--- src/rtl/pc_pkg.sv ---
// Shared definitions for the program-counter sequencer: FSM state encoding,
// default widths and the branch-mode encoding used on BranchAbsOrRel.
package pc_pkg;

  typedef enum logic [1:0] {
    RUN    = 2'd0,
    HOLD   = 2'd1,
    HALTED = 2'd2
  } pc_state_e;

  localparam int PC_W_DEF  = 10;
  localparam int OFF_W_DEF = 10;

  localparam logic BR_ABS = 1'b0;
  localparam logic BR_REL = 1'b1;

endpackage

--- src/rtl/pc_sequencer_if.sv ---
// Control-decode to sequencer bundle. The master drives the decoded
// control strobes; the slave (the sequencer) returns PC and status.
interface pc_sequencer_if #(
  parameter int PC_W  = 10,
  parameter int OFF_W = 10,
  parameter int SEL_W = 2
);
  logic             Start;
  logic [SEL_W-1:0] ProgSel;
  logic             Stall;
  logic             Jump;
  logic             BranchAbsOrRel;
  logic             Call;
  logic             Ret;
  logic             Halt;
  logic [OFF_W-1:0] Target;
  logic [PC_W-1:0]  ProgCtr;
  logic             Done;
  logic             RasOvf;
  logic             RasUnf;

  modport master (
    output Start, ProgSel, Stall, Jump, BranchAbsOrRel, Call, Ret, Halt, Target,
    input  ProgCtr, Done, RasOvf, RasUnf
  );

  modport slave (
    input  Start, ProgSel, Stall, Jump, BranchAbsOrRel, Call, Ret, Halt, Target,
    output ProgCtr, Done, RasOvf, RasUnf
  );
endinterface

--- src/rtl/pc_ras.sv ---
// Return-address stack: a shift-register LIFO whose top is always entry 0,
// so no pointer arithmetic is needed on the read path. Pop wins over push.
module pc_ras #(
  parameter int DEPTH = 4,
  parameter int W     = 10
) (
  input  logic         Clk,
  input  logic         Reset,
  input  logic         clear,
  input  logic         push,
  input  logic         pop,
  input  logic [W-1:0] push_data,
  output logic [W-1:0] top,
  output logic         full,
  output logic         empty
);
  localparam int CW = $clog2(DEPTH + 1);

  logic [W-1:0]  mem [DEPTH];
  logic [CW-1:0] count;

  assign top   = mem[0];
  assign full  = (count == CW'(DEPTH));
  assign empty = (count == '0);

  // Occupancy tracking; clear and reset only empty the stack.
  always_ff @(posedge Clk) begin
    if (Reset || clear) begin
      count <= '0;
    end else if (pop && !empty) begin
      count <= count - CW'(1);
    end else if (push && !full) begin
      count <= count + CW'(1);
    end
  end

  // Data shifts toward entry 0 on pop and away from it on push.
  always_ff @(posedge Clk) begin
    if (!Reset && !clear) begin
      if (pop && !empty) begin
        for (int i = 0; i < DEPTH - 1; i++) mem[i] <= mem[i+1];
      end else if (push && !full) begin
        mem[0] <= push_data;
        for (int i = 1; i < DEPTH; i++) mem[i] <= mem[i-1];
      end
    end
  end
endmodule

--- src/rtl/pc_sequencer.sv ---
// Program-counter sequencer: selectable entry points, absolute/relative
// branches, call/return through pc_ras, halt and stall.
//
//   state  | meaning
//   RUN    | fetching; PC advances, branches, calls or returns each edge
//   HOLD   | entry address loaded; waits for Start to drop, PC held
//   HALTED | PC and stack frozen, Done high until Start or Reset
module pc_sequencer
  import pc_pkg::*;
#(
  parameter int PC_W        = PC_W_DEF,
  parameter int OFF_W       = OFF_W_DEF,
  parameter int NUM_PROGS   = 4,
  parameter int PROG_STRIDE = 256,
  parameter int RAS_DEPTH   = 4
) (
  input logic            Clk,
  input logic            Reset,
  pc_sequencer_if.slave  bus
);
  pc_state_e       state_q;
  logic [PC_W-1:0] pc_q;
  logic            done_q;
  logic            ovf_q;
  logic            unf_q;

  logic [PC_W-1:0] pc_inc;
  logic [PC_W-1:0] tgt_sext;
  logic [PC_W-1:0] dest;
  logic [PC_W-1:0] entry;
  logic [PC_W-1:0] ras_top;
  logic            ras_full;
  logic            ras_empty;
  logic            run_act;
  logic            ras_push;
  logic            ras_pop;

  assign pc_inc   = pc_q + PC_W'(1);
  assign tgt_sext = PC_W'($signed(bus.Target));
  assign dest     = (bus.BranchAbsOrRel == BR_REL) ? (pc_q + tgt_sext)
                                                   : PC_W'(bus.Target);

  // Entry point for the selected program; out-of-range selections map to 0.
  always_comb begin
    entry = '0;
    if (int'(bus.ProgSel) < NUM_PROGS)
      entry = PC_W'(bus.ProgSel) * PC_W'(PROG_STRIDE);
  end

  // A RUN-state edge where no higher-priority condition freezes the PC.
  assign run_act  = !Reset && !bus.Start && (state_q == RUN) && !bus.Stall && !bus.Halt;
  assign ras_pop  = run_act && bus.Ret && !ras_empty;
  assign ras_push = run_act && !bus.Ret && bus.Call && !ras_full;

  pc_ras #(.DEPTH(RAS_DEPTH), .W(PC_W)) u_ras (
    .Clk       (Clk),
    .Reset     (Reset),
    .clear     (bus.Start),
    .push      (ras_push),
    .pop       (ras_pop),
    .push_data (pc_inc),
    .top       (ras_top),
    .full      (ras_full),
    .empty     (ras_empty)
  );

  // Sequencer FSM with next-PC selection and sticky stack flags.
  always_ff @(posedge Clk) begin
    if (Reset) begin
      state_q <= RUN;
      pc_q    <= '0;
      done_q  <= 1'b0;
      ovf_q   <= 1'b0;
      unf_q   <= 1'b0;
    end else if (bus.Start) begin
      state_q <= HOLD;
      pc_q    <= entry;
      done_q  <= 1'b0;
      ovf_q   <= 1'b0;
      unf_q   <= 1'b0;
    end else begin
      case (state_q)
        HOLD: state_q <= RUN;
        RUN: begin
          if (bus.Stall) begin
            pc_q <= pc_q;
          end else if (bus.Halt) begin
            state_q <= HALTED;
            done_q  <= 1'b1;
          end else if (bus.Ret) begin
            if (!ras_empty) begin
              pc_q <= ras_top;
            end else begin
              pc_q  <= pc_inc;
              unf_q <= 1'b1;
            end
          end else if (bus.Call) begin
            pc_q <= dest;
            if (ras_full) ovf_q <= 1'b1;
          end else if (bus.Jump) begin
            pc_q <= dest;
          end else begin
            pc_q <= pc_inc;
          end
        end
        default: state_q <= HALTED;
      endcase
    end
  end

  assign bus.ProgCtr = pc_q;
  assign bus.Done    = done_q;
  assign bus.RasOvf  = ovf_q;
  assign bus.RasUnf  = unf_q;
endmodule

--- src/flat_wrapper.sv ---
// flat-port wrapper written by rule: the top's interface ports become plain ports
module pc_sequencer_flat import pc_pkg::*;
#(
  parameter int PC_W        = PC_W_DEF,
  parameter int OFF_W       = OFF_W_DEF,
  parameter int NUM_PROGS   = 4,
  parameter int PROG_STRIDE = 256,
  parameter int RAS_DEPTH   = 4
)
  (Clk, Reset, bus_Start, bus_ProgSel, bus_Stall, bus_Jump, bus_BranchAbsOrRel, bus_Call, bus_Ret, bus_Halt, bus_Target, bus_ProgCtr, bus_Done, bus_RasOvf, bus_RasUnf);
  pc_sequencer_if #(.PC_W(PC_W), .OFF_W(OFF_W), .SEL_W(2)) bus_i ();
  input logic Clk;
  input logic Reset;
  input wire logic [$bits(bus_i.Start)-1:0] bus_Start;
  input wire logic [$bits(bus_i.ProgSel)-1:0] bus_ProgSel;
  input wire logic [$bits(bus_i.Stall)-1:0] bus_Stall;
  input wire logic [$bits(bus_i.Jump)-1:0] bus_Jump;
  input wire logic [$bits(bus_i.BranchAbsOrRel)-1:0] bus_BranchAbsOrRel;
  input wire logic [$bits(bus_i.Call)-1:0] bus_Call;
  input wire logic [$bits(bus_i.Ret)-1:0] bus_Ret;
  input wire logic [$bits(bus_i.Halt)-1:0] bus_Halt;
  input wire logic [$bits(bus_i.Target)-1:0] bus_Target;
  output wire logic [$bits(bus_i.ProgCtr)-1:0] bus_ProgCtr;
  output wire logic [$bits(bus_i.Done)-1:0] bus_Done;
  output wire logic [$bits(bus_i.RasOvf)-1:0] bus_RasOvf;
  output wire logic [$bits(bus_i.RasUnf)-1:0] bus_RasUnf;
  assign bus_i.Start = bus_Start;
  assign bus_i.ProgSel = bus_ProgSel;
  assign bus_i.Stall = bus_Stall;
  assign bus_i.Jump = bus_Jump;
  assign bus_i.BranchAbsOrRel = bus_BranchAbsOrRel;
  assign bus_i.Call = bus_Call;
  assign bus_i.Ret = bus_Ret;
  assign bus_i.Halt = bus_Halt;
  assign bus_i.Target = bus_Target;
  assign bus_ProgCtr = bus_i.ProgCtr;
  assign bus_Done = bus_i.Done;
  assign bus_RasOvf = bus_i.RasOvf;
  assign bus_RasUnf = bus_i.RasUnf;
  pc_sequencer #(.PC_W(PC_W), .OFF_W(OFF_W), .NUM_PROGS(NUM_PROGS), .PROG_STRIDE(PROG_STRIDE), .RAS_DEPTH(RAS_DEPTH)) u_core (.Clk(Clk), .Reset(Reset), .bus(bus_i));
endmodule
--- config.mk ---
export PLATFORM = sky130hd
export DESIGN_NAME = pc_sequencer_flat
export DESIGN_NICKNAME = d
export VERILOG_FILES = /design/src/rtl/pc_pkg.sv /design/src/rtl/pc_sequencer_if.sv /design/src/rtl/pc_ras.sv /design/src/rtl/pc_sequencer.sv /design/src/flat_wrapper.sv
export SDC_FILE = /design/constraint.sdc
export NUM_CORES = 1
export LEC_CHECK = 0
export CORE_MARGIN = 10
export CORE_UTILIZATION = 51
export CTS_CLUSTER_DIAMETER = 200
export DETAILED_ROUTE_END_ITERATION = 7
export MAX_ROUTING_LAYER = met4
export PLACE_DENSITY = 0.78
export SYNTH_ARGS = -nofsm -noshare
export SYNTH_HDL_FRONTEND = slang
export SYNTH_SLANG_ARGS = --single-unit
--- constraint.sdc ---
create_clock -name Clk -period 2.3 [get_ports Clk]
set_input_delay 0.46 -clock Clk [delete_from_list [all_inputs] [get_ports Clk]]
set_output_delay 0.46 -clock Clk [all_outputs]
set_load 0.1 [all_outputs]
Word level (Yosys, flattened, before mapping)
Memories as Yosys holds them, arrays and structs flattened.
Index checks and enable logic that the tools add are counted.
{"block": "op_classes", "n_reduce_logical": 31, "n_eq_ne": 8, "n_mux": 25, "n_addsub": 4, "bitwise": 6}
{"operator": "10-bit two-way mux", "count": 12}
{"operator": "1-bit logical AND", "count": 11}
{"operator": "10-bit by 1-bit adder with 10-bit output, second input constant", "count": 1}
{"operator": "10-bit adder", "count": 1}
{"operator": "3-bit AND reduction", "count": 3}
{"operator": "1-bit two-way mux", "count": 8}
{"operator": "2-bit inequality test, second input constant", "count": 4}
{"operator": "1-bit logical NOT", "count": 7}
{"operator": "3-bit two-way mux", "count": 2}
{"operator": "3-bit inequality test, second input constant", "count": 2}
{"operator": "6-bit AND reduction", "count": 1}
{"operator": "5-bit AND reduction", "count": 1}
{"operator": "2-bit two-way mux", "count": 2}
{"operator": "2-bit case mux with 2 select lines", "count": 1}
{"operator": "2-bit AND reduction", "count": 2}
{"operator": "2-bit nonzero test", "count": 2}
{"operator": "3-bit by 1-bit adder with 3-bit output, second input constant", "count": 1}
{"operator": "3-bit equality test, second input constant", "count": 1}
{"operator": "3-bit logical NOT", "count": 1}
{"operator": "1-bit inverter", "count": 3}
{"operator": "1-bit bitwise OR", "count": 3}
{"operator": "3-bit by 1-bit subtractor with 3-bit output, second input constant", "count": 1}
{"operator": "2-bit by 1-bit equality test with 1-bit output, second input constant", "count": 1}
{"operator": "2-bit logical NOT", "count": 1}
{"operator": "2 further kinds", "count": 2}
{"block": "totals", "ramBits": 40, "elab_cells": 83, "memories": 1, "regBits": 18, "inputBits": 21}
{"memory": "u_core.u_ras.mem", "words": 4, "word_bits": 10, "read_ports": 4, "rd_clocked_by_memory_dff": 0, "write_ports": 4, "line": "pc_ras.sv:19", "text": "logic [W-1:0] mem [DEPTH];"}

Longest topological paths before layout
{"block": "depth", "depth_word": 14, "depth_mapped": 8}

Hierarchy
Synthesis repeated with hierarchy kept, for this count alone.
{"block": "unflattened", "hier_cells": 324, "hier_area_um2": 3517.1}
{"mod": "pc_ras", "n_inst": 1, "area_per_inst_um2": 1966.9, "cells_each": 112, "seq_area_each_um2": 1261.2}
{"mod": "pc_sequencer", "n_inst": 1, "area_per_inst_um2": 1550.2, "cells_each": 212, "seq_area_each_um2": 300.3}

Least setup slack after synthesis
No wires, ideal clock.
{"block": "synth_timing", "path_kind": "flip-flop to flip-flop", "from": "register u_core.pc_q[0], in the netlist u_core.bus.ProgCtr[0]", "to": "register u_core.pc_q[8], in the netlist u_core.bus.ProgCtr[8]", "stages_incl_launch_ff": 9, "required_ns": 2.214, "setup_time_ns": 0.086, "path_slack_ns": -0.520, "arrival_time_ns": 2.735, "cell_sequence": "dfxtp_1 -> ha_1 -> fa_1 -> a211oi_1 -> nor2_1 -> o41ai_1 -> mux2i_1 -> o21ai_0 -> a211oi_1"}
{"block": "synth_between", "elab_chain_len": 9, "word_cells_on_any_way": 11, "cone_classes": "add/sub: 2; mux: 9"}
{"element": "start: declaration", "line": "pc_sequencer.sv:22", "text": "logic [PC_W-1:0] pc_q;"}
{"element": "start signal: assignment", "line": "pc_sequencer.sv:77", "text": "pc_q <= entry;"}
{"element": "start signal: assignment", "line": "pc_sequencer.sv:86", "text": "pc_q <= pc_q;"}
{"element": "start signal: assignment", "line": "pc_sequencer.sv:92", "text": "pc_q <= ras_top;"}
{"element": "10-bit adder", "line": "pc_sequencer.sv:40", "text": "assign dest = (bus.BranchAbsOrRel == BR_REL) ? (pc_q + tgt_sext)"}
{"element": "10-bit two-way mux", "line": "pc_sequencer.sv:40"}
{"element": "10-bit two-way mux", "line": "pc_sequencer.sv:100", "text": "end else if (bus.Jump) begin"}
{"element": "10-bit two-way mux", "line": "pc_sequencer.sv:97", "text": "end else if (bus.Call) begin"}
{"element": "10-bit two-way mux *", "line": "pc_sequencer.sv:90", "text": "end else if (bus.Ret) begin"}
{"element": "10-bit two-way mux *", "line": "pc_sequencer.sv:87", "text": "end else if (bus.Halt) begin"}
{"element": "10-bit two-way mux *", "line": "pc_sequencer.sv:85", "text": "if (bus.Stall) begin"}
{"element": "10-bit two-way mux *", "line": "pc_sequencer.sv:82", "text": "case (state_q)"}
{"element": "10-bit two-way mux *", "line": "pc_sequencer.sv:75", "text": "end else if (bus.Start) begin"}
Mark *: on every way between the ends. The rest lies on a longest branch, timed or not. The select of a mux whose other input is x is not followed.
A chain may end at the register's enable or synchronous reset.

Final worst setup path
{"block": "layout_timing", "from": "input port bus_Target[3]", "to": "register u_core.pc_q[6], in the netlist u_core.bus.ProgCtr[6]"}
{"block": "layout_between", "elab_chain_len": 5}
{"element": "start: declaration", "line": "flat_wrapper.sv:22", "text": "input wire logic [$bits(bus_i.Target)-1:0] bus_Target;"}
{"element": "10-bit adder *", "line": "pc_sequencer.sv:40"}
{"element": "10-bit two-way mux *", "line": "pc_sequencer.sv:40"}
{"element": "10-bit two-way mux", "line": "pc_sequencer.sv:100"}
{"element": "10-bit two-way mux *", "line": "pc_sequencer.sv:97"}
{"element": "10-bit two-way mux *", "line": "pc_sequencer.sv:90"}
{"element": "end signal: assignment", "line": "pc_sequencer.sv:92"}
{"element": "end signal: assignment", "line": "pc_sequencer.sv:98", "text": "pc_q <= dest;"}
{"element": "end signal: assignment", "line": "pc_sequencer.sv:101", "text": "pc_q <= dest;"}
Mark *: on every way between the ends. The rest lies on a longest branch, timed or not.

==> impl_metrics.tcl <==
set metrics [dict create \
    place_ws_ns -0.5226 \
    min_path_type "flip-flop to flip-flop" \
    die_area_um2 10180 \
    finClkSkew_ns 0.009230 \
    clock.fmax_mhz 453.3 \
    worst_max_slew_pin_slew_ns 0.3880 \
    timing.slew.headroom_pct 73.93 \
    power.total_w 0.002432 \
    cts-buffers-inserted 9 \
    p_switching_w 0.0006615 \
    setup-violations-final 0 \
    post-route-drc-count 0 \
    vias 2758 \
    timing.final.hold_violations 0 \
    post-route-cell-area_um2 4335 \
    clock_path_buffers 2 \
    synth-edff-count 40 \
    die_w_um 100.9 \
    yosys_warnings 0 \
    powerDensity_nw_per_um2 560.9 \
    p_int_w 0.001770 \
    wire_per_inst_um 17.48 \
    vias_per_cell 5.843 \
    dr.first_iter.drc_count 184 \
    design.core.area_um2 6350 \
    timing.final.ws_setup_ns 0.09390 \
    number_of_violations_of_the_max_capacitance_limit 0 \
    syn_inst 320 \
    io_buffers 33 \
    first_global_vias 2752 \
    clk-insertion-delay-late_ns 0.34 \
    grt_start_max_net_pins 27 \
    cts.root.buffer_cell "sky130_fd_sc_hd__clkbuf_8" \
    initial_core_utilization_pct 52.53 \
    core.rowCount 29 \
    syn_avg_cell_area_um2 10.42 \
    worst-setup-path-type "input port to flip-flop" \
    floorplan.die.height_um 100.9 \
    type_of_destination_of_the_critical_path "flip-flop" \
    placed_area_um2 3986 \
    post-route-period-util_pct 95.92 \
    ys_async_sr_fraction_pct 0 \
    clock_share_of_power_pct 39.5 \
    antenna_left 0 \
    finalMaxSlewViolations 0 \
    critical_path.max_fanout 3 \
    synth-seq-area-share_pct 46.81 \
    ioPinCount 34 \
    grt.total_usage_pct 16.37 \
    finish.net_count 423 \
    power.share.combinational_pct 14.1 \
    clock_pin_slew_worst_setup_and_hold_paths_ns 0.08 \
    synth-main-ff-cell "sky130_fd_sc_hd__edfxtp_1" \
    mappedNetlistNets 353 \
    sw_frac_of_total_pct 27.20 \
    ir_worst_vdd_uv 425.5 \
    yosys_register_bits 58 \
    cts_sinks 58 \
    cts.htree.levels 3 \
    drt_wl_total_um 8250 \
    startpoint_class_of_the_critical_path "input port" \
    antenna_violations_before_repair 0 \
    worstPathArrival_ns 2.48 \
    netlist_area_um2 3336 \
    period_minus_slack_ns 2.206 \
    grt_overflow 0 \
    run_status "finished, final reports clean" \
    final_core_utilization_pct 68.28 \
    grt_pass1_wl_um 13050 \
    area.growth.synth_to_final_pct 29.97 \
    tritoncts "done" \
    gp_congestion 0.8871 \
    cp.required_ns 2.58 \
    share_seq_of_total_power_pct 46.4 \
    synth_cell_types 56 \
    detailed_place_hpwl_um 5638 \
    leakage_nw 1.719 \
    drive_gt1_share_pct 30.38 \
    inserted_diodes 0 \
    drt_first_pass_iters 4 \
]
-- cell usage after synthesis, drive strengths merged (3+ instances only) --
cell    instances  area [um2]
buf             5       41.28
or3             3       18.77
a21oi          30       150.1
a21o            3       22.52
nand3b          4       30.03
o211ai          3       22.52
xnor2           5       43.79
nor3            4       20.02
and3            3       18.77
a211oi          9       67.56
mux2i           8       80.08
dfxtp          18       360.4
mux2           23       285.3
or2             3       18.77
nand3           6       30.03
o21ai          18       90.09
nand4           4       25.02
clkbuf         13       48.80
nand2          18       70.07
ha             10       125.1
inv             7       28.78
xor2            7       61.31
nor2           38       145.1
a31oi           8       50.05
edfxtp         40        1201
-- placed cells by master (no fill, tap or decap), types with 9 or more instances in the layout --
cell type,n
sky130_fd_sc_hd__mux2_2,16
sky130_fd_sc_hd__a21oi_1,30
sky130_fd_sc_hd__edfxtp_1,40
sky130_fd_sc_hd__nor2_1,37
sky130_fd_sc_hd__buf_4,51
sky130_fd_sc_hd__clkbuf_8,9
sky130_fd_sc_hd__o21ai_0,16
sky130_fd_sc_hd__dfxtp_1,9
sky130_fd_sc_hd__nand2_1,17
sky130_fd_sc_hd__clkdlybuf4s50_1,15
-- power groups by stage --
| stage | registers (W) | clock network, W | logic, W |
|---|---|---|---|
| 4_1_cts | 0.00113 | 0.000971 | 0.000333 |
| 2_1_floorplan | 0.00120 | 0 | 0.000157 |
| 6_report | 0.00113 | 0.000960 | 0.000342 |
| 5_1_grt | 0.00113 | 0.00103 | 0.000371 |
| 3_5_place_dp | 0.00115 | 0 | 0.000329 |
| 3_3_place_gp | 0.00115 | 0 | 0.000323 |
-- layout make-up --
type	instances	area, um2
Multi-Input combinational cell	237	1708
Inverter	7	38.79
Timing Repair Buffer	77	713.2
Fill cell	487	2014
Sequential cell	58	1578
Tap cell	77	96.34
Clock inverter	7	77.57
Clock buffer	9	123.9
-- cells by family after synthesis --
kind of cell	synth area share, %
simple gates	13.80
compound gates	16.77
flops	46.81
mux	10.95
buf+inv	3.563
xor+xnor	3.151
fa+ha+maj	4.951
-- flip-flops by register name, indices dropped and copies added (netlist names) --
name / cells
u_core.state_q: 2
u_core.u_ras.count: 3
u_core.bus.Done: 1
u_core.u_ras.mem: 40
u_core.bus.RasOvf: 1
u_core.bus.ProgCtr: 10
u_core.bus.RasUnf: 1
-- what timing repair did --
action                     in CTS  in global routing
hold buffers                    0                  0
pin swaps                       6                  6
setup buffers                   2                  1
cloned                          0                  2
resized for setup               8                 13
setup endpoints to repair      44                 53
-- worst max-delay path: stages --
cell and delay (ns):
sky130_fd_sc_hd__clkdlybuf4s50_1 0.49, sky130_fd_sc_hd__ha_1 0.23, sky130_fd_sc_hd__a211oi_2 0.07, sky130_fd_sc_hd__buf_4 0.14
sky130_fd_sc_hd__or4b_2 0.63, sky130_fd_sc_hd__o221ai_1 0.10, sky130_fd_sc_hd__a211o_1 0.18, sky130_fd_sc_hd__a21oi_1 0.06
sky130_fd_sc_hd__a21oi_1 0.13
-- per-layer routing --
| layer | vias to the layer above | GRT usage, % | wire (um) |
|---|---|---|---|
| met3 | 12 | 5.281 | 487 |
| met5 | - | - | 0 |
| li1 | 1348 | - | - |
| met2 | 83 | 25.45 | 4048 |
| met1 | 1315 | 19.99 | 3629 |
| met4 | 0 | 4.348 | 85 |
-- path summary, 6_finish.rpt --
path	startpoint	to	slack, ns	cells after the start
setup reg to reg	u_core.state_q[1]	u_core.u_ras.count[1]	0.13	8
setup / recovery	bus_Target[3]	u_core.bus.ProgCtr[6]	0.09	9
hold reg to reg	u_core.u_ras.mem[2][9]	u_core.u_ras.mem[3][9]	0.45	0
hold / removal	u_core.u_ras.mem[2][9]	u_core.u_ras.mem[3][9]	0.45	0
-- stage by stage --
| stage | std cells | hold slack, ns | setup TNS (ns) |
|---|---|---|---|
| after global routing | 472 | 0.4729 | -0.01997 |
| after floorplan | 320 | 0.4204 | -0.001938 |
| after CTS | 469 | 0.4561 | 0 |
| after detailed placement | 451 | 0.4340 | -27.59 |
| final | 472 | 0.4528 | 0 |
| after global placement | 451 | 0.4369 | -24.11 |
(Power assumes the default switching activity.)
